==> src/rtl/qpm_pkg.sv <==
// Shared types and sizing helpers for the QueryPatchMem sequencer.
package qpm_pkg;

  localparam int DATA_WIDTH_D = 11;
  localparam int PATCH_SIZE_D = 5;
  localparam int ADDR_WIDTH_D = 9;
  localparam int DEPTH_D      = 512;
  localparam int PATCH_W      = DATA_WIDTH_D * PATCH_SIZE_D;

  typedef enum logic [1:0] {
    IDLE   = 2'd0,
    LOAD   = 2'd1,
    STREAM = 2'd2
  } state_e;

  // Bits needed to hold any value from 0 to max_val inclusive.
  function automatic int count_width(input int max_val);
    return $clog2(max_val + 1);
  endfunction

endpackage

==> src/rtl/patch_fifo2.sv <==
// Two-entry synchronous FIFO that decouples port 1 reads from downstream backpressure.
module patch_fifo2
  import qpm_pkg::*;
#(
  parameter int W = PATCH_W,
  localparam int CW = count_width(2)
) (
  input  logic          clk,
  input  logic          rst_n,
  input  logic          push,
  input  logic [W-1:0]  push_data,
  input  logic          pop,
  output logic [CW-1:0] count,
  output logic [W-1:0]  head
);

  logic [W-1:0]  mem_r [2];
  logic          wr_ptr_r;
  logic          rd_ptr_r;
  logic [CW-1:0] count_r;
  logic          pop_ok_s;
  logic          push_ok_s;

  assign pop_ok_s  = pop && (count_r != CW'(0));
  assign push_ok_s = push && ((count_r != CW'(2)) || pop_ok_s);
  assign count     = count_r;
  assign head      = mem_r[rd_ptr_r];

  // Entry storage and pointers
  always_ff @(posedge clk or negedge rst_n) begin
    if (!rst_n) begin
      mem_r[0] <= '0;
      mem_r[1] <= '0;
      wr_ptr_r <= 1'b0;
      rd_ptr_r <= 1'b0;
      count_r  <= CW'(0);
    end else begin
      if (push_ok_s) begin
        mem_r[wr_ptr_r] <= push_data;
        wr_ptr_r        <= ~wr_ptr_r;
      end
      if (pop_ok_s) begin
        rd_ptr_r <= ~rd_ptr_r;
      end
      count_r <= count_r + CW'(push_ok_s) - CW'(pop_ok_s);
    end
  end

endmodule

==> src/rtl/query_patch_mem_ctrl.sv <==
// Load/stream sequencer for QueryPatchMem: writes incoming patches via port 0,
// reads them back in order via port 1 through a 2-entry output buffer.
module query_patch_mem_ctrl
  import qpm_pkg::*;
#(
  parameter int DATA_WIDTH = DATA_WIDTH_D,
  parameter int PATCH_SIZE = PATCH_SIZE_D,
  parameter int ADDR_WIDTH = ADDR_WIDTH_D,
  parameter int DEPTH      = DEPTH_D,
  localparam int PW        = DATA_WIDTH * PATCH_SIZE,
  localparam int CNT_W     = ADDR_WIDTH + 1
) (
  input  logic                  clk,
  input  logic                  rst_n,
  input  logic                  start_load,
  input  logic                  start_stream,
  input  logic [CNT_W-1:0]      cfg_num_patches,
  input  logic                  in_valid,
  output logic                  in_ready,
  input  logic [PW-1:0]         in_patch,
  output logic                  out_valid,
  input  logic                  out_ready,
  output logic [PW-1:0]         out_patch,
  output logic                  out_last,
  output logic                  load_done,
  output logic                  stream_done,
  output logic                  busy,
  output logic                  mem_csb0,
  output logic                  mem_web0,
  output logic [ADDR_WIDTH-1:0] mem_addr0,
  output logic [PW-1:0]         mem_wpatch0,
  output logic                  mem_csb1,
  output logic [ADDR_WIDTH-1:0] mem_addr1,
  input  logic [PW-1:0]         mem_rpatch1
);

  state_e           state_r, state_nxt_s;
  logic [CNT_W-1:0] n_r, wr_cnt_r, rd_cnt_r, head_idx_r, cfg_n_s;
  logic             inflight_r, load_done_r, stream_done_r;
  logic             wr_s, last_wr_s, issue_s, pop_s, last_pop_s, start_s;
  logic [1:0]       fifo_count_s;
  logic [2:0]       occ_s;

  assign cfg_n_s = (cfg_num_patches > CNT_W'(DEPTH)) ? CNT_W'(DEPTH) : cfg_num_patches;
  assign start_s = (state_r == IDLE) && (start_load || start_stream);

  assign in_ready  = (state_r == LOAD);
  assign wr_s      = in_valid && in_ready;
  assign last_wr_s = wr_s && (wr_cnt_r == n_r - CNT_W'(1));

  // Buffer slots committed next cycle: held + returning read - leaving patch
  assign pop_s      = out_valid && out_ready;
  assign occ_s      = {1'b0, fifo_count_s} + {2'b00, inflight_r} - {2'b00, pop_s};
  assign issue_s    = (state_r == STREAM) && (rd_cnt_r < n_r) && (occ_s < 3'd2);
  assign last_pop_s = pop_s && (head_idx_r == n_r - CNT_W'(1));

  assign out_valid   = (fifo_count_s != 2'd0);
  assign out_last    = out_valid && (head_idx_r == n_r - CNT_W'(1));
  assign load_done   = load_done_r;
  assign stream_done = stream_done_r;
  assign busy        = (state_r != IDLE);

  assign mem_csb0    = ~wr_s;
  assign mem_web0    = ~wr_s;
  assign mem_addr0   = wr_s ? wr_cnt_r[ADDR_WIDTH-1:0] : '0;
  assign mem_wpatch0 = wr_s ? in_patch : '0;
  assign mem_csb1    = ~issue_s;
  assign mem_addr1   = issue_s ? rd_cnt_r[ADDR_WIDTH-1:0] : '0;

  patch_fifo2 #(.W(PW)) u_obuf (
    .clk       (clk),
    .rst_n     (rst_n),
    .push      (inflight_r),
    .push_data (mem_rpatch1),
    .pop       (pop_s),
    .count     (fifo_count_s),
    .head      (out_patch)
  );

  // Next-state logic; an empty request stays in IDLE and only pulses done
  always_comb begin
    state_nxt_s = state_r;
    case (state_r)
      IDLE: begin
        if (start_load) begin
          state_nxt_s = (cfg_n_s != CNT_W'(0)) ? LOAD : IDLE;
        end else if (start_stream) begin
          state_nxt_s = (cfg_n_s != CNT_W'(0)) ? STREAM : IDLE;
        end else begin
          state_nxt_s = IDLE;
        end
      end
      LOAD: begin
        if (last_wr_s) state_nxt_s = IDLE;
        else           state_nxt_s = LOAD;
      end
      STREAM: begin
        if (last_pop_s) state_nxt_s = IDLE;
        else            state_nxt_s = STREAM;
      end
      default: state_nxt_s = IDLE;
    endcase
  end

  // State register and done pulses
  always_ff @(posedge clk or negedge rst_n) begin
    if (!rst_n) begin
      state_r       <= IDLE;
      load_done_r   <= 1'b0;
      stream_done_r <= 1'b0;
      inflight_r    <= 1'b0;
    end else begin
      state_r       <= state_nxt_s;
      load_done_r   <= last_wr_s ||
                       ((state_r == IDLE) && start_load && (cfg_n_s == CNT_W'(0)));
      stream_done_r <= last_pop_s ||
                       ((state_r == IDLE) && !start_load && start_stream && (cfg_n_s == CNT_W'(0)));
      inflight_r    <= issue_s;
    end
  end

  // Patch count latch and phase counters
  always_ff @(posedge clk or negedge rst_n) begin
    if (!rst_n) begin
      n_r        <= CNT_W'(0);
      wr_cnt_r   <= CNT_W'(0);
      rd_cnt_r   <= CNT_W'(0);
      head_idx_r <= CNT_W'(0);
    end else if (start_s) begin
      n_r        <= cfg_n_s;
      wr_cnt_r   <= CNT_W'(0);
      rd_cnt_r   <= CNT_W'(0);
      head_idx_r <= CNT_W'(0);
    end else begin
      if (wr_s)    wr_cnt_r   <= wr_cnt_r + CNT_W'(1);
      if (issue_s) rd_cnt_r   <= rd_cnt_r + CNT_W'(1);
      if (pop_s)   head_idx_r <= head_idx_r + CNT_W'(1);
    end
  end

endmodule

==> config.mk <==
export PLATFORM = sky130hd
export DESIGN_NAME = query_patch_mem_ctrl
export DESIGN_NICKNAME = d
export VERILOG_FILES = /design/src/rtl/qpm_pkg.sv /design/src/rtl/patch_fifo2.sv /design/src/rtl/query_patch_mem_ctrl.sv
export SDC_FILE = /design/constraint.sdc
export NUM_CORES = 1
export LEC_CHECK = 0
export ABC_AREA = 0
export CAP_MARGIN = 30
export CORE_UTILIZATION = 42
export CTS_CLUSTER_SIZE = 25
export DETAILED_ROUTE_END_ITERATION = 12
export PLACE_DENSITY = 0.79
export SLEW_MARGIN = 20
export SYNTH_ARGS = -nofsm -noshare
export SYNTH_HDL_FRONTEND = slang
export SYNTH_HIERARCHICAL = 1
export SYNTH_SLANG_ARGS = --single-unit
==> constraint.sdc <==
create_clock -name clk -period 4.35 [get_ports clk]
set_input_delay 0.435 -clock clk [delete_from_list [all_inputs] [get_ports clk]]
set_output_delay 0.435 -clock clk [all_outputs]
set_load 0.05 [all_outputs]
Yosys cells after proc, flatten, opt, wreduce, memory -nomap -nowiden:

Index checks and enable logic that the tools add are counted.

* $add $sub $neg: 8
* magnitude comparators: 6
* eq/ne operators: 5
* multiplexer cells: 23
* bitwise operators: 6
* reduce and logical (&&, ||, !) cells: 29

Operators with widths (count)
* $mux W55: 5
* $bwmux W110: 1
* $mux W10: 7
* $demux W55 S1: 1
* $add A10 B1 Y10 const B: 3
* $eq A10 B10 Y1: 2
* $mux W9: 2
* $logic_and A1 B1 Y1: 16
* $gt A10 B10 Y1 const B: 1
* $logic_not A10 Y1: 1
* $lt A10 B10 Y1: 1
* $reduce_bool A10 Y1: 1
* $reduce_bool A2 Y1: 5
* $sub A10 B1 Y10 const B: 1
* $mux W2: 4
* $pmux W2 S3: 1
* $ge A2 B2 Y1 const B: 2
* $logic_or A1 B1 Y1: 4
* $not A1 Y1: 4
* $not A1 Y2: 2
* $add A2 B1 Y3: 1
* $lt A3 B2 Y1 const B: 1
* $sub A3 B1 Y3: 1
* $add A2 B1 Y2: 1
* 8 further kinds: 9

* register bits after elaboration: 159
* input bits: 126
* output and inout bits: 137
* logic and storage cells: 90

Longest topological paths before layout:

Gate-level depths: netlist of run 1.

* depth in word-level cells: 7
* gate-level depth with buffers: 13
* gate-level depth less buffers: 11

By module:

The synthesis of run 1 kept the hierarchy.

Modules (own cells, without submodules)
* patch_fifo2: instances 1, cells each 309, area each 5390.2 um^2, seq. area each 2852.7 um^2
* query_patch_mem_ctrl: instances 1, cells each 419, area each 3474.6 um^2, seq. area each 1126.1 um^2

Worst setup path after synthesis of run 1:

OpenSTA, ideal clock, no wires.

* kind: reg-to-output
* from: register u_obuf.count_r[1], in the netlist u_obuf/count[1]
* to: output port mem_addr1[3]
* arrival: 4040 ps
* data required time: 3915 ps
* slack: -125 ps
* cell stages (with the launch flop): 14
* path buffers: 2
* cell sequence: dfrtp_1 or2_2 and2_1 clkbuf_1 ha_1 nand2b_1 fa_1 xnor2_1 and4b_1 o21ai_2 a21oi_1 buf_2 inv_1 nor2_1

* word-level cells in the longest chain between the ends: 6
* elaborated cells between the ends (all ways): 7
* classes of those cells: add/sub (2); order compare (1); mux (1); reduce/logical (3)

RTL lines
* start: declaration: RTL line patch_fifo2.sv:20 `logic [CW-1:0] count_r;`
* start signal: assignment: RTL line patch_fifo2.sv:45 `count_r <= count_r + CW'(push_ok_s) - CW'(pop_ok_s);`
* $reduce_bool A2 Y1: RTL line query_patch_mem_ctrl.sv:57 `assign out_valid = (fifo_count_s != 2'd0);`
* net out_valid: RTL line query_patch_mem_ctrl.sv:21 `output logic out_valid,`
* $logic_and A1 B1 Y1: RTL line query_patch_mem_ctrl.sv:52 `assign pop_s = out_valid && out_ready;`
* net pop_s: RTL line query_patch_mem_ctrl.sv:40 `logic wr_s, last_wr_s, issue_s, pop_s, last_pop_s, start_s;`
* $sub A3 B1 Y3: RTL line query_patch_mem_ctrl.sv:53 `assign occ_s = {1'b0, fifo_count_s} + {2'b00, inflight_r} - {2'b00, pop_s};`
* $lt A3 B2 Y1: RTL line query_patch_mem_ctrl.sv:54 `assign issue_s = (state_r == STREAM) && (rd_cnt_r < n_r) && (occ_s < 3'd2);`
* $logic_and A1 B1 Y1: RTL line query_patch_mem_ctrl.sv:54
* net issue_s: RTL line query_patch_mem_ctrl.sv:40
* $mux W9: RTL line query_patch_mem_ctrl.sv:68 `assign mem_addr1 = issue_s ? rd_cnt_r[ADDR_WIDTH-1:0] : '0;`
* end: declaration: RTL line query_patch_mem_ctrl.sv:33 `output logic [ADDR_WIDTH-1:0] mem_addr1,`

The timed path passes the listed nets, and every way through them passes these cells.

Final worst setup path of run 1:

* from: register u_obuf.count_r[1], in the netlist u_obuf/count[1]
* to: output port mem_addr1[3]

* word-level cells in the longest chain between the ends: 6
* elaborated cells between the ends (all ways): 7
* classes of those cells: add/sub (2); order compare (1); mux (1); reduce/logical (3)

RTL lines (RTL line)
* branches (longest 2 deep; another with $add A2 B1 Y3)
* $sub A3 B1 Y3 (*): query_patch_mem_ctrl.sv:53
* $lt A3 B2 Y1 (*): query_patch_mem_ctrl.sv:54
* $logic_and A1 B1 Y1 (*): query_patch_mem_ctrl.sv:54
* $mux W9 (*): query_patch_mem_ctrl.sv:68

Every way passes the cells marked *.

==> metrics.sh, run 1 <==
CTS_HOLD_REPAIR.BUFFERS=0
N_FILL_CELL=1676
DIE_WIDTH_UM=147
SYN-NUM-NETS=871
SEQ_AREA_FRAC_SYNTH_PCT=44.9
SETUP_WS_NS=0.231
SYNTH-SEQ-CELLS=159
TRITONROUTE_PASS_1_ITERS=4
DETAIL_ROUTE.VIAS_PER_CELL=5.01
SYNTH.AREA.TOP_CELLS='sky130_fd_sc_hd__dfrtp_1 45%, sky130_fd_sc_hd__mux2_4 17%, sky130_fd_sc_hd__mux2_2 8.3%'
ROUTED_WIRELENGTH_UM=22000
DIE_H_UM=147
MAX-CLOCK-PATH-BUFFERS=2
MIN_PERIOD_OVER_PERIOD_PCT=94.7
TIMING.FINAL.CRIT_PERIOD_NS=4.12
R2R_END='rd_cnt_r[8]$_DFFE_PN0P_'
CTS.SINKS=159
REG2REGPATHDEPTH=12
CTS-HTREE-LEVELS=4
POWER.STATIC_LEAKAGE_nW=5.53
CTS_ROOT_BUF='sky130_fd_sc_hd__clkbuf_16'
FINALHOLDVIOLCOUNT=0
INITIALDRTVIOLATIONCOUNT=223
PLACE.DETAILED.HPWL_UM=16100
CLK_PIN_SLEW_WORST_PATHS_NS=0.07
INITIAL_UTILIZATION_PCT=43.3
HOLDWS_NS=0.0216
SETUP_SLACK_OF_THE_WORST_REGISTER_TO_REGISTER_PATH_NS=0.90
POST-ROUTE-DRC-COUNT=0
HOLD_PATH.CLASS='in2async'
GRT_SETUP_UNREPAIRED='true'
MAXCAPVIOLCOUNT=0
SYNTH-EDFF-COUNT=0
DIE_AREA_MM2=0.0217
CORE-AREA_MM2=0.0205
PEAKVDDDROP_mV=0.294
MAX_SLEW_MARGIN_PCT=45.6
CLOCK_SKEW_NS=0.0135
GRT_MAX_DEGREE=86
SYNTH.DISTINCT_CELLS=58
NETLIST_INSTANCES=728
POSTSYNTH.TOPFLOPCELL='sky130_fd_sc_hd__dfrtp_1'
POST_SYNTH_INSTANCE_AREA_MM2=0.00886
COUNT_OF_INPUT_AND_OUTPUT_BUFFERS=262
TIMING.RR.START='u_obuf/count[1]$_DFF_PN0_'
FIN_CELLS=1263
GRT_ANTENNA_BEFORE_REPAIR=0
YOSYS.AREA.TOP_TYPE_SHARE_PCT=44.9
POST_DP_CELL_AREA_MM2=0.0117
CRITICALPATHCATEGORY='reg2out'
CP.ARRIVAL_NS=3.68
POSTSYNTH.ASYNCRESETSHARE_PCT=100
DRV_SLEW=0
WORST-SLEW-PIN-TRANSITION_NS=0.817
RUN_STATUS='complete, no violations'
NUMBER_OF_ANTENNA_REPAIR_DIODES=0
MULTIINPUTGATEAREA_MM2=0.00452
POST_SYNTH.CELL_AREA_AVG_UM2=12.2
SYNTH_WARNINGS=6
PRE_CTS_WS_NS=0.687
CTS_TREE='yes'
IO_PINS=263
ROWS=52
ROUTEDWLPERCELL_UM=17.5
WIRE_LENGTH_OF_THE_FIRST_GLOBAL_ROUTING_PASS_UM=35200
CRIT_PATH_MAX_FANOUT=15
FINAL_NETS=1123
GLOBALPLACE.CONGESTION=0.853
SETUP.WORST_PATH.START_CLASS='register'
CLK-INSERTION-DELAY-LATE_NS=0.43
TIMING.CRITICAL_PATH.TO_TYPE='primary output'
SYN_TO_FINAL_GROWTH_PCT=39.3
LIBRARY_CELL_OCCUPYING_THE_MOST_AREA_IN_THE_POST_SYNTHESIS_NETLIST='sky130_fd_sc_hd__dfrtp_1'
DESIGN_AREA_MM2=0.0123
VIAS_IN_THE_FIRST_GLOBAL_ROUTE=6563
PLACED_CELLS=1229
NUMBER_OF_VIAS_IN_THE_ROUTED_LAYOUT=6325
POWER_mW=5.51
WORST-ENDPOINT-REQUIRED_NS=3.91
GLOBAL_ROUTE.USAGE.TOTAL_PCT=21.0
SEQCELLAREA_MM2=0.00398
DRIVE_ABOVE_1_SHARE_PCT=23.7
CTS-BUFFERS-INSERTED=17
POSTROUTEANTENNANETS=0
GLOBAL_ROUTE.OVERFLOW_TOTAL=0
CLOCK.FMAX_GHz=0.243
POSTCTSSETUPREPAIRBUFS=0
CELLPOWERDENSITY_mW_PER_MM2=446
NUMBER_OF_FAILING_SETUP_ENDPOINTS_IN_THE_FINAL_TIMING_REPORT=0
CTS_REPAIR_RESIZE_COUNT=0
routing by layer:
layer	up-vias	track usage, %	part of all wire, %
li1	3008	-	-
met1	3059	25.8	43
met2	237	36.0	49
met3	21	5.16	6.3
met4	0	7.01	2.0
met5	-	0	0
stage by stage:
| step | TNS, ns | util (%) |
|---|---|---|
| finish | 0 | 60.2 |
| global route | -0.00843 | 60.2 |
| CTS | 0 | 60.1 |
| detailed placement | 0 | 57.2 |
| global placement | 0 | 57.2 |
| floorplan | -0.501 | - |
layout make-up:
class | instances | area share [%]
clock buffer | 17 | 3.45
clock inverter | 15 | 1.32
inverter | 22 | 0.669
multi-input combinational | 506 | 36.6
sequential | 159 | 32.2
tap | 270 | 2.74
timing repair buffer | 274 | 23.0
flip-flops by register name (all words and copies together) (netlist names):
register,cells
u_obuf/mem_r,110
head_idx_r,10
n_r,10
rd_cnt_r,10
wr_cnt_r,10
state_r,2
u_obuf/count,2
inflight_r,1
load_done,1
stream_done,1
u_obuf/rd_ptr_r,1
u_obuf/wr_ptr_r,1
where the power goes:
part / leakage [nW] / total, mW / switching, mW / internal (mW)
clock network: 0.288 / 1.46 / 0.688 / 0.767
registers: 2.17 / 1.93 / 0.288 / 1.64
logic: 3.07 / 2.13 / 1.19 / 0.936
critical path: stages (launching register included):
cell and delay, ns:
sky130_fd_sc_hd__dfrtp_1 0.46, sky130_fd_sc_hd__or2_2 0.35, sky130_fd_sc_hd__and2_1 0.16, sky130_fd_sc_hd__buf_4 0.16
sky130_fd_sc_hd__ha_1 0.28, sky130_fd_sc_hd__nand2b_1 0.15, sky130_fd_sc_hd__fa_1 0.37, sky130_fd_sc_hd__xnor2_1 0.12
sky130_fd_sc_hd__and4b_1 0.22, sky130_fd_sc_hd__o21ai_2 0.10, sky130_fd_sc_hd__a21oi_1 0.14, sky130_fd_sc_hd__buf_4 0.22
sky130_fd_sc_hd__inv_1 0.13, sky130_fd_sc_hd__nor2_1 0.21, sky130_fd_sc_hd__buf_12 0.17
Yosys cell counts (all sizes together), types with 2 or more instances:
| cell | number |
|---|---|
| ha | 16 |
| o21ai | 18 |
| or2 | 3 |
| nand2b | 7 |
| nand4 | 6 |
| nor3 | 6 |
| inv | 22 |
| a21o | 5 |
| dfrtp | 159 |
| mux2 | 165 |
| nor2b | 3 |
| and3 | 10 |
| clkbuf | 20 |
| xnor2 | 22 |
| nand2 | 28 |
| a21oi | 16 |
| o21a | 2 |
| and4 | 3 |
| xor2 | 23 |
| a211oi | 2 |
| nor4 | 2 |
| and3b | 2 |
| and2 | 71 |
| nor2 | 38 |
| a2111oi | 3 |
| a31oi | 3 |
| nand3b | 9 |
| mux2i | 7 |
| or3 | 3 |
| nand3 | 18 |
| buf | 21 |
cells in the final DEF (no fill, tap or decap), types with 4 or more instances in the layout:
cell type and n:
sky130_fd_sc_hd__and3_1 9, sky130_fd_sc_hd__a21o_1 5, sky130_fd_sc_hd__nand3b_1 9, sky130_fd_sc_hd__and2_1 71, sky130_fd_sc_hd__mux2_2 65, sky130_fd_sc_hd__nand2_1 28
sky130_fd_sc_hd__dfrtp_1 158, sky130_fd_sc_hd__mux2i_1 7, sky130_fd_sc_hd__inv_1 22, sky130_fd_sc_hd__nand2b_1 7, sky130_fd_sc_hd__nor3_1 5, sky130_fd_sc_hd__o21ai_0 16
sky130_fd_sc_hd__nor2_1 37, sky130_fd_sc_hd__clkbuf_16 17, sky130_fd_sc_hd__xor2_1 23, sky130_fd_sc_hd__clkinv_8 4, sky130_fd_sc_hd__buf_4 9, sky130_fd_sc_hd__a21oi_1 15
sky130_fd_sc_hd__clkdlybuf4s50_1 251, sky130_fd_sc_hd__inv_6 5, sky130_fd_sc_hd__mux2_4 100, sky130_fd_sc_hd__nand3_1 18, sky130_fd_sc_hd__ha_1 16, sky130_fd_sc_hd__xnor2_1 22
sky130_fd_sc_hd__nand4_1 6, sky130_fd_sc_hd__buf_12 12
worst max-delay path by stage:
stage | start | to | slack [ns] | cells past startpoint
global route | u_obuf/count[1]$_DFF_PN0_ | mem_addr1[8] | -0.008 | 14
global placement | out_ready | mem_addr1[7] | 0.67 | 14
finish | u_obuf/count[1]$_DFF_PN0_ | mem_addr1[3] | 0.23 | 14
CTS | u_obuf/count[1]$_DFF_PN0_ | mem_addr1[3] | 0.19 | 14
floorplan | u_obuf/count[1]$_DFF_PN0_ | mem_addr1[3] | -0.13 | 13
detailed placement | out_ready | mem_addr1[8] | 0.69 | 14
cells by family (layout without fill, tap and decap cells):
| kind of cell | Yosys count | in the layout | synth area share [%] |
|---|---|---|---|
| and+or+nand+nor | 214 | 214 | 13.4 |
| AOI/OAI and AO/OA | 58 | 58 | 4.49 |
| muxes | 172 | 172 | 26.0 |
| adders and majority gates | 17 | 17 | 2.48 |
| buffers and inverters | 63 | 328 | 4.31 |
| DFF | 159 | 159 | 44.9 |
| xor gates and xnor gates | 45 | 45 | 4.45 |
Note: power is estimated with default switching activity, not from simulation.
==> inputs of run 2 (changes only) <==
--- a/config.mk
+++ b/config.mk
@@ -8,9 +8,10 @@
 export ABC_AREA = 0
 export CAP_MARGIN = 30
 export CORE_UTILIZATION = 42
-export CTS_CLUSTER_SIZE = 25
+export CTS_CLUSTER_SIZE = 14
 export DETAILED_ROUTE_END_ITERATION = 12
 export PLACE_DENSITY = 0.79
+export REMOVE_ABC_BUFFERS = 1
 export SLEW_MARGIN = 20
 export SYNTH_ARGS = -nofsm -noshare
 export SYNTH_HDL_FRONTEND = slang
==> run 2 against run 1 <==
Effect of this change:
- largest power group unchanged
- power decreased by 0.16%
- hold slack better by 0.46 ns
- sequential power down 3%
==> metrics.sh, run 2 (synthesis gave the netlist of run 1 again) <==
RUN_STATUS='complete, no violations'
COUNT_OF_INPUT_AND_OUTPUT_BUFFERS=262
CP.ARRIVAL_NS=3.67
DIE_WIDTH_UM=147
GRT_ANTENNA_BEFORE_REPAIR=0
FINAL_NETS=1125
HOLD_PATH.CLASS='in2async'
INITIALDRTVIOLATIONCOUNT=232
MOSTFREQUENTLAYOUTCELL='sky130_fd_sc_hd__clkdlybuf4s50_1'
CLK_PIN_SLEW_WORST_PATHS_NS=0.07
GRT_SETUP_UNREPAIRED='false'
CLOCK.FMAX_GHz=0.244
CRITICALPATHCATEGORY='reg2out'
CTS_TREE='yes'
CELLPOWERDENSITY_mW_PER_MM2=445
LARGEST_REG_FLOPS=110
WORST-ENDPOINT-REQUIRED_NS=3.91
PEAKVDDDROP_mV=0.282
SETUP.WORST_PATH.START_CLASS='register'
PLACE.DETAILED.HPWL_UM=16000
DETAIL_ROUTE.VIAS_PER_CELL=5.01
POWER_mW=5.50
CTS-BUFFERS-INSERTED=17
SETUP_SLACK_OF_THE_WORST_REGISTER_TO_REGISTER_PATH_NS=0.86
DRIVE_ABOVE_1_SHARE_PCT=23.9
TRITONROUTE_PASS_1_ITERS=4
SYN_TO_FINAL_GROWTH_PCT=39.3
TIMING.RR.START='u_obuf/count[1]$_DFF_PN0_'
DRV_SLEW=0
CTS-HTREE-LEVELS=4
REG2REGPATHDEPTH=12
PRE_CTS_WS_NS=0.640
POWER.STATIC_LEAKAGE_nW=5.54
POST-ROUTE-DRC-COUNT=0
CRIT_PATH_MAX_FANOUT=10
IO_PINS=263
FINALHOLDVIOLCOUNT=0
R2R_END='rd_cnt_r[8]$_DFFE_PN0P_'
TIMING.CRITICAL_PATH.TO_TYPE='primary output'
NUMBER_OF_ANTENNA_REPAIR_DIODES=0
POSTROUTEANTENNANETS=0
WIRE_LENGTH_OF_THE_FIRST_GLOBAL_ROUTING_PASS_UM=34400
HOLDWS_NS=0.484
ROUTED_WIRELENGTH_UM=22000
GLOBALPLACE.CONGESTION=0.867
GRT_MAX_DEGREE=103
NUMBER_OF_FAILING_SETUP_ENDPOINTS_IN_THE_FINAL_TIMING_REPORT=0
MAX-CLOCK-PATH-BUFFERS=2
CTS.SINKS=159
TIMING.SETUP.TNS_NS=0
MULTIINPUTGATEAREA_MM2=0.00452
WORST-SLEW-PIN-TRANSITION_NS=0.840
DIE_AREA_MM2=0.0217
GLOBAL_ROUTE.USAGE.TOTAL_PCT=20.4
INITIAL_UTILIZATION_PCT=43.3
CLK-INSERTION-DELAY-LATE_NS=0.43
PLACED_CELLS=1231
DIE_H_UM=147
N_FILL_CELL=1663
NUMBER_OF_VIAS_IN_THE_ROUTED_LAYOUT=6334
MAX_SLEW_MARGIN_PCT=44.0
SEQCELLAREA_MM2=0.00398
ROUTEDWLPERCELL_UM=17.4
POSTCTSSETUPREPAIRBUFS=0
FIN_CELLS=1265
CTS_ROOT_BUF='sky130_fd_sc_hd__clkbuf_16'
GLOBAL_ROUTE.OVERFLOW_TOTAL=0
ROWS=52
CORE-AREA_MM2=0.0205
TIMING.FINAL.CRIT_PERIOD_NS=4.10
MAXCAPVIOLCOUNT=0
MOST-COMMON-LAYOUT-CELLS='251 x sky130_fd_sc_hd__clkdlybuf4s50_1, 158 x sky130_fd_sc_hd__dfrtp_1, 100 x sky130_fd_sc_hd__mux2_4'
VIAS_IN_THE_FIRST_GLOBAL_ROUTE=6432
SETUP_WS_NS=0.249
MIN_PERIOD_OVER_PERIOD_PCT=94.3
CLOCK_SKEW_NS=0.0125
LARGEST_REGISTER='u_obuf/mem_r'
## run 2: changes by cell type in the layout (fill, tap and decap cells not counted), moves of 2 or more
cell / change
sky130_fd_sc_hd__buf_12: -2
sky130_fd_sc_hd__buf_4: +3
sky130_fd_sc_hd__clkinv_8: -3
sky130_fd_sc_hd__inv_8: +3
sky130_fd_sc_hd__nor2_1: -2
sky130_fd_sc_hd__nor2_2: +2
## run 2: worst max-delay path, stage by stage, from the launching register on
cell                       delay, ns
sky130_fd_sc_hd__dfrtp_1        0.46
sky130_fd_sc_hd__or2_2          0.35
sky130_fd_sc_hd__and2_1         0.16
sky130_fd_sc_hd__buf_4          0.16
sky130_fd_sc_hd__ha_1           0.28
sky130_fd_sc_hd__nand2b_1       0.16
sky130_fd_sc_hd__fa_1           0.38
sky130_fd_sc_hd__xnor2_1        0.13
sky130_fd_sc_hd__and4b_1        0.22
sky130_fd_sc_hd__o21ai_2        0.10
sky130_fd_sc_hd__a21oi_1        0.19
sky130_fd_sc_hd__buf_4          0.19
sky130_fd_sc_hd__inv_1          0.11
sky130_fd_sc_hd__nor2_1         0.19
sky130_fd_sc_hd__buf_12         0.16
## run 2: cell type report
type | instances | area share [%]
sequential | 159 | 32.2
clock buffer | 18 | 3.56
inverter | 22 | 0.669
clock inverter | 14 | 1.12
timing repair buffer | 276 | 23.1
multi-input combinational | 506 | 36.6
tap | 270 | 2.74
## run 2: through the flow
step / utilization [%] / area (µm²)
2_1_floorplan: - / 8570
4_1_cts: 60.1 / 12300
3_5_place_dp: 57.2 / 11700
5_1_grt: 60.3 / 12400
3_3_place_gp: 57.2 / 11700
6_report: 60.3 / 12400
## run 2: worst max-delay path by stage
stage	start	to	slack [ns]	cells past startpoint
detailed placement	out_ready	mem_addr1[7]	0.64	14
global route	u_obuf/count[1]$_DFF_PN0_	mem_addr1[8]	0.008	14
CTS	u_obuf/count[1]$_DFF_PN0_	mem_addr1[7]	0.23	14
finish	u_obuf/count[1]$_DFF_PN0_	mem_addr1[8]	0.25	14
floorplan	u_obuf/count[1]$_DFF_PN0_	mem_addr1[3]	-0.33	11
global placement	out_ready	mem_addr1[3]	0.70	14
## run 2: repair_timing
| action | in CTS | in global routing |
|---|---|---|
| hold buffers | 0 | 1 |
| endpoints found under the setup margin | 0 | 1 |
| gates resized for setup | 0 | 2 |
| hold endpoints to repair | 0 | 40 |
## run 2: where the power goes
group / internal (mW) / switching, mW
combinational: 0.916 / 1.24
sequential: 1.64 / 0.227
clock: 0.780 / 0.690
## run 2: routing by layer
layer / global-route usage (%) / wire length, µm
met1: 22.7 / 8730
met2: 35.8 / 10800
met3: 8.57 / 2150
met4: 5.52 / 269
met5: 0 / 0
==> inputs of run 3 (changes only) <==
--- a/config.mk
+++ b/config.mk
@@ -12,6 +12,7 @@
 export DETAILED_ROUTE_END_ITERATION = 12
 export PLACE_DENSITY = 0.79
 export REMOVE_ABC_BUFFERS = 1
+export SETUP_SLACK_MARGIN = 0.05
 export SLEW_MARGIN = 20
 export SYNTH_ARGS = -nofsm -noshare
 export SYNTH_HDL_FRONTEND = slang
==> run 3 against run 2 <==
Effect of this change:
- critical path depth is the same
- cell count is the same
- global-route usage is the same
- hold slack gained 0.00075 ns
- register-to-register slack gained 0.02 ns
- worst setup slack gained 0.034 ns
- largest power group unchanged
- routed wire length grew 0.14%
- count of clock-buffer cells in the layout is the same
- clock power is essentially flat
==> metrics.sh, run 3 (synthesis gave the netlist of run 1 again) <==
GLOBAL_ROUTE.OVERFLOW_TOTAL=0
CRITICALPATHCATEGORY='reg2out'
CP_SLOWEST_CELL='sky130_fd_sc_hd__dfrtp_2'
DETAIL_ROUTE.VIAS_PER_CELL=5.02
NUMBER_OF_VIAS_IN_THE_ROUTED_LAYOUT=6345
COUNT_OF_INPUT_AND_OUTPUT_BUFFERS=262
GRT_ANTENNA_BEFORE_REPAIR=0
DRIVE_ABOVE_1_SHARE_PCT=24.0
MAX_STAGE_DELAY_NS=0.45
CORE-AREA_MM2=0.0205
GLOBAL_ROUTE.USAGE.TOTAL_PCT=20.4
FAMILY_WITH_THE_MOST_DELAY_ON_THE_WORST_PATH='simple AND/OR/NAND/NOR gates'
PLACE.DETAILED.HPWL_UM=16000
CLK_PIN_SLEW_WORST_PATHS_NS=0.07
TRITONROUTE_PASS_1_ITERS=4
WORST-ENDPOINT-REQUIRED_NS=3.91
CELLPOWERDENSITY_mW_PER_MM2=445
LARGEST_REGISTER='u_obuf/mem_r'
TIMING.FINAL.CRIT_PERIOD_NS=4.07
NUMBER_OF_ANTENNA_REPAIR_DIODES=0
GRT_MAX_DEGREE=103
MAXCAPVIOLCOUNT=0
VIAS_IN_THE_FIRST_GLOBAL_ROUTE=6432
POST-ROUTE-DRC-COUNT=0
DIE_AREA_MM2=0.0217
FINAL_NETS=1125
TIMING.CRITICAL_PATH.TO_TYPE='primary output'
HOLD_PATH.CLASS='in2async'
DIE_H_UM=147
CTS-BUFFERS-INSERTED=17
PEAKVDDDROP_mV=0.280
ROUTEDWLPERCELL_UM=17.4
CRIT_PATH_MAX_FANOUT=10
POWER.STATIC_LEAKAGE_nW=5.54
POSTROUTEANTENNANETS=0
UTILIZATION_PCT=60.3
WORST-SLEW-PIN-TRANSITION_NS=0.840
CRIT_PATH_CELL_TRACE='or2_2 -> and2_1 -> buf_4 -> ha_1 -> nand2b_1 -> fa_1 -> xnor2_1 -> and4b_1 -> o21ai_2 -> a21oi_1 -> buf_4 -> inv_1 -> nor2_1 -> buf_12'
RUN_STATUS='complete, no violations'
LARGEST_REG_FLOPS=110
MIN_PERIOD_OVER_PERIOD_PCT=93.5
NUMBER_OF_FAILING_SETUP_ENDPOINTS_IN_THE_FINAL_TIMING_REPORT=0
CP.ARRIVAL_NS=3.63
MOSTFREQUENTLAYOUTCELL='sky130_fd_sc_hd__clkdlybuf4s50_1'
INITIALDRTVIOLATIONCOUNT=255
MAX-CLOCK-PATH-BUFFERS=2
CP_COMMON_CELL='sky130_fd_sc_hd__buf_4'
TIMING.SETUP.TNS_NS=0
GRT_SETUP_UNREPAIRED='true'
CLOCK.FMAX_GHz=0.246
CLK-INSERTION-DELAY-LATE_NS=0.43
N_FILL_CELL=1667
MOST-COMMON-LAYOUT-CELLS='251 x sky130_fd_sc_hd__clkdlybuf4s50_1, 157 x sky130_fd_sc_hd__dfrtp_1, 100 x sky130_fd_sc_hd__mux2_4'
ROUTED_WIRELENGTH_UM=22000
IO_PINS=263
INITIAL_UTILIZATION_PCT=43.3
DRV_SLEW=0
MAX_SLEW_MARGIN_PCT=44.0
WIRE_LENGTH_OF_THE_FIRST_GLOBAL_ROUTING_PASS_UM=34400
ROWS=52
CTS.SINKS=159
CLOCK_SKEW_NS=0.0125
CTS_TREE='yes'
DIE_WIDTH_UM=147
SYN_TO_FINAL_GROWTH_PCT=39.3
WORST-PATH-BUF-INV=4
CTS_ROOT_BUF='sky130_fd_sc_hd__clkbuf_16'
GLOBALPLACE.CONGESTION=0.867
CTS-HTREE-LEVELS=4
SETUP.WORST_PATH.START_CLASS='register'
FINALHOLDVIOLCOUNT=0
## run 3: cell counts in the layout (fill, tap and decap cells not counted)
Identical to the previous run, type by type.
## run 3: where the power goes
group          internal, mW  switching [mW]
sequential             1.64           0.229
clock                 0.780           0.690
combinational         0.916            1.24
## run 3: area by class of cell
class	instances	area, µm²	area share (%)
well taps	270	338	2.74
clock inverters	14	139	1.12
multi-input cells	506	4520	36.6
flip-flops and latches	159	3980	32.2
inverters	22	82.6	0.669
repair buffers	276	2850	23.1
clock buffers	18	439	3.56
## run 3: final timing paths
path / startpoint / end / slack [ns] / cells past startpoint
min in group clk: u_obuf/mem_r[1]$_DFFE_PN0P_ / u_obuf/mem_r[1]$_DFFE_PN0P_ / 0.51 / 1
max in group asynchronous: rst_n / u_obuf/mem_r[14]$_DFFE_PN0P_ / 2.77 / 4
worst max register to register: u_obuf/count[1]$_DFF_PN0_ / rd_cnt_r[8]$_DFFE_PN0P_ / 0.88 / 12
worst min register to register: u_obuf/mem_r[1]$_DFFE_PN0P_ / u_obuf/mem_r[1]$_DFFE_PN0P_ / 0.51 / 1
worst min-delay path: rst_n / u_obuf/mem_r[21]$_DFFE_PN0P_ / 0.48 / 2
worst max-delay path: u_obuf/count[1]$_DFF_PN0_ / mem_addr1[8] / 0.28 / 14
## run 3: metrics by stage
stage / std cells / setup WS, ns / area, µm² / power, mW / hold WS, ns
global placement: 1231 / 0.696 / 11700 / 4.02 / 0.480
detailed placement: 1231 / 0.640 / 11700 / 4.06 / 0.487
floorplan: 687 / -0.331 / 8570 / 3.35 / 0.139
finish: 1265 / 0.284 / 12400 / 5.50 / 0.485
global route: 1265 / 0.0435 / 12400 / 5.81 / 0.500
CTS: 1263 / 0.227 / 12300 / 5.54 / 0.155
## run 3: per-layer routing
metal | global-route usage (%) | vias up | part of all wire (%) | routed length [µm]
li1 | - | 3023 | - | -
met1 | 22.7 | 3055 | 40 | 8790
met2 | 35.8 | 250 | 49 | 10800
met3 | 8.57 | 17 | 9.6 | 2110
met4 | 5.52 | 0 | 1.2 | 264
met5 | 0 | - | 0 | 0
## run 3: timing repair
action | in CTS | in global routing
endpoints found under the setup margin | 0 | 4
gates resized for setup | 0 | 3
hold buffers | 0 | 1
endpoints found under the hold margin | 0 | 40
setup buffers | 0 | 0
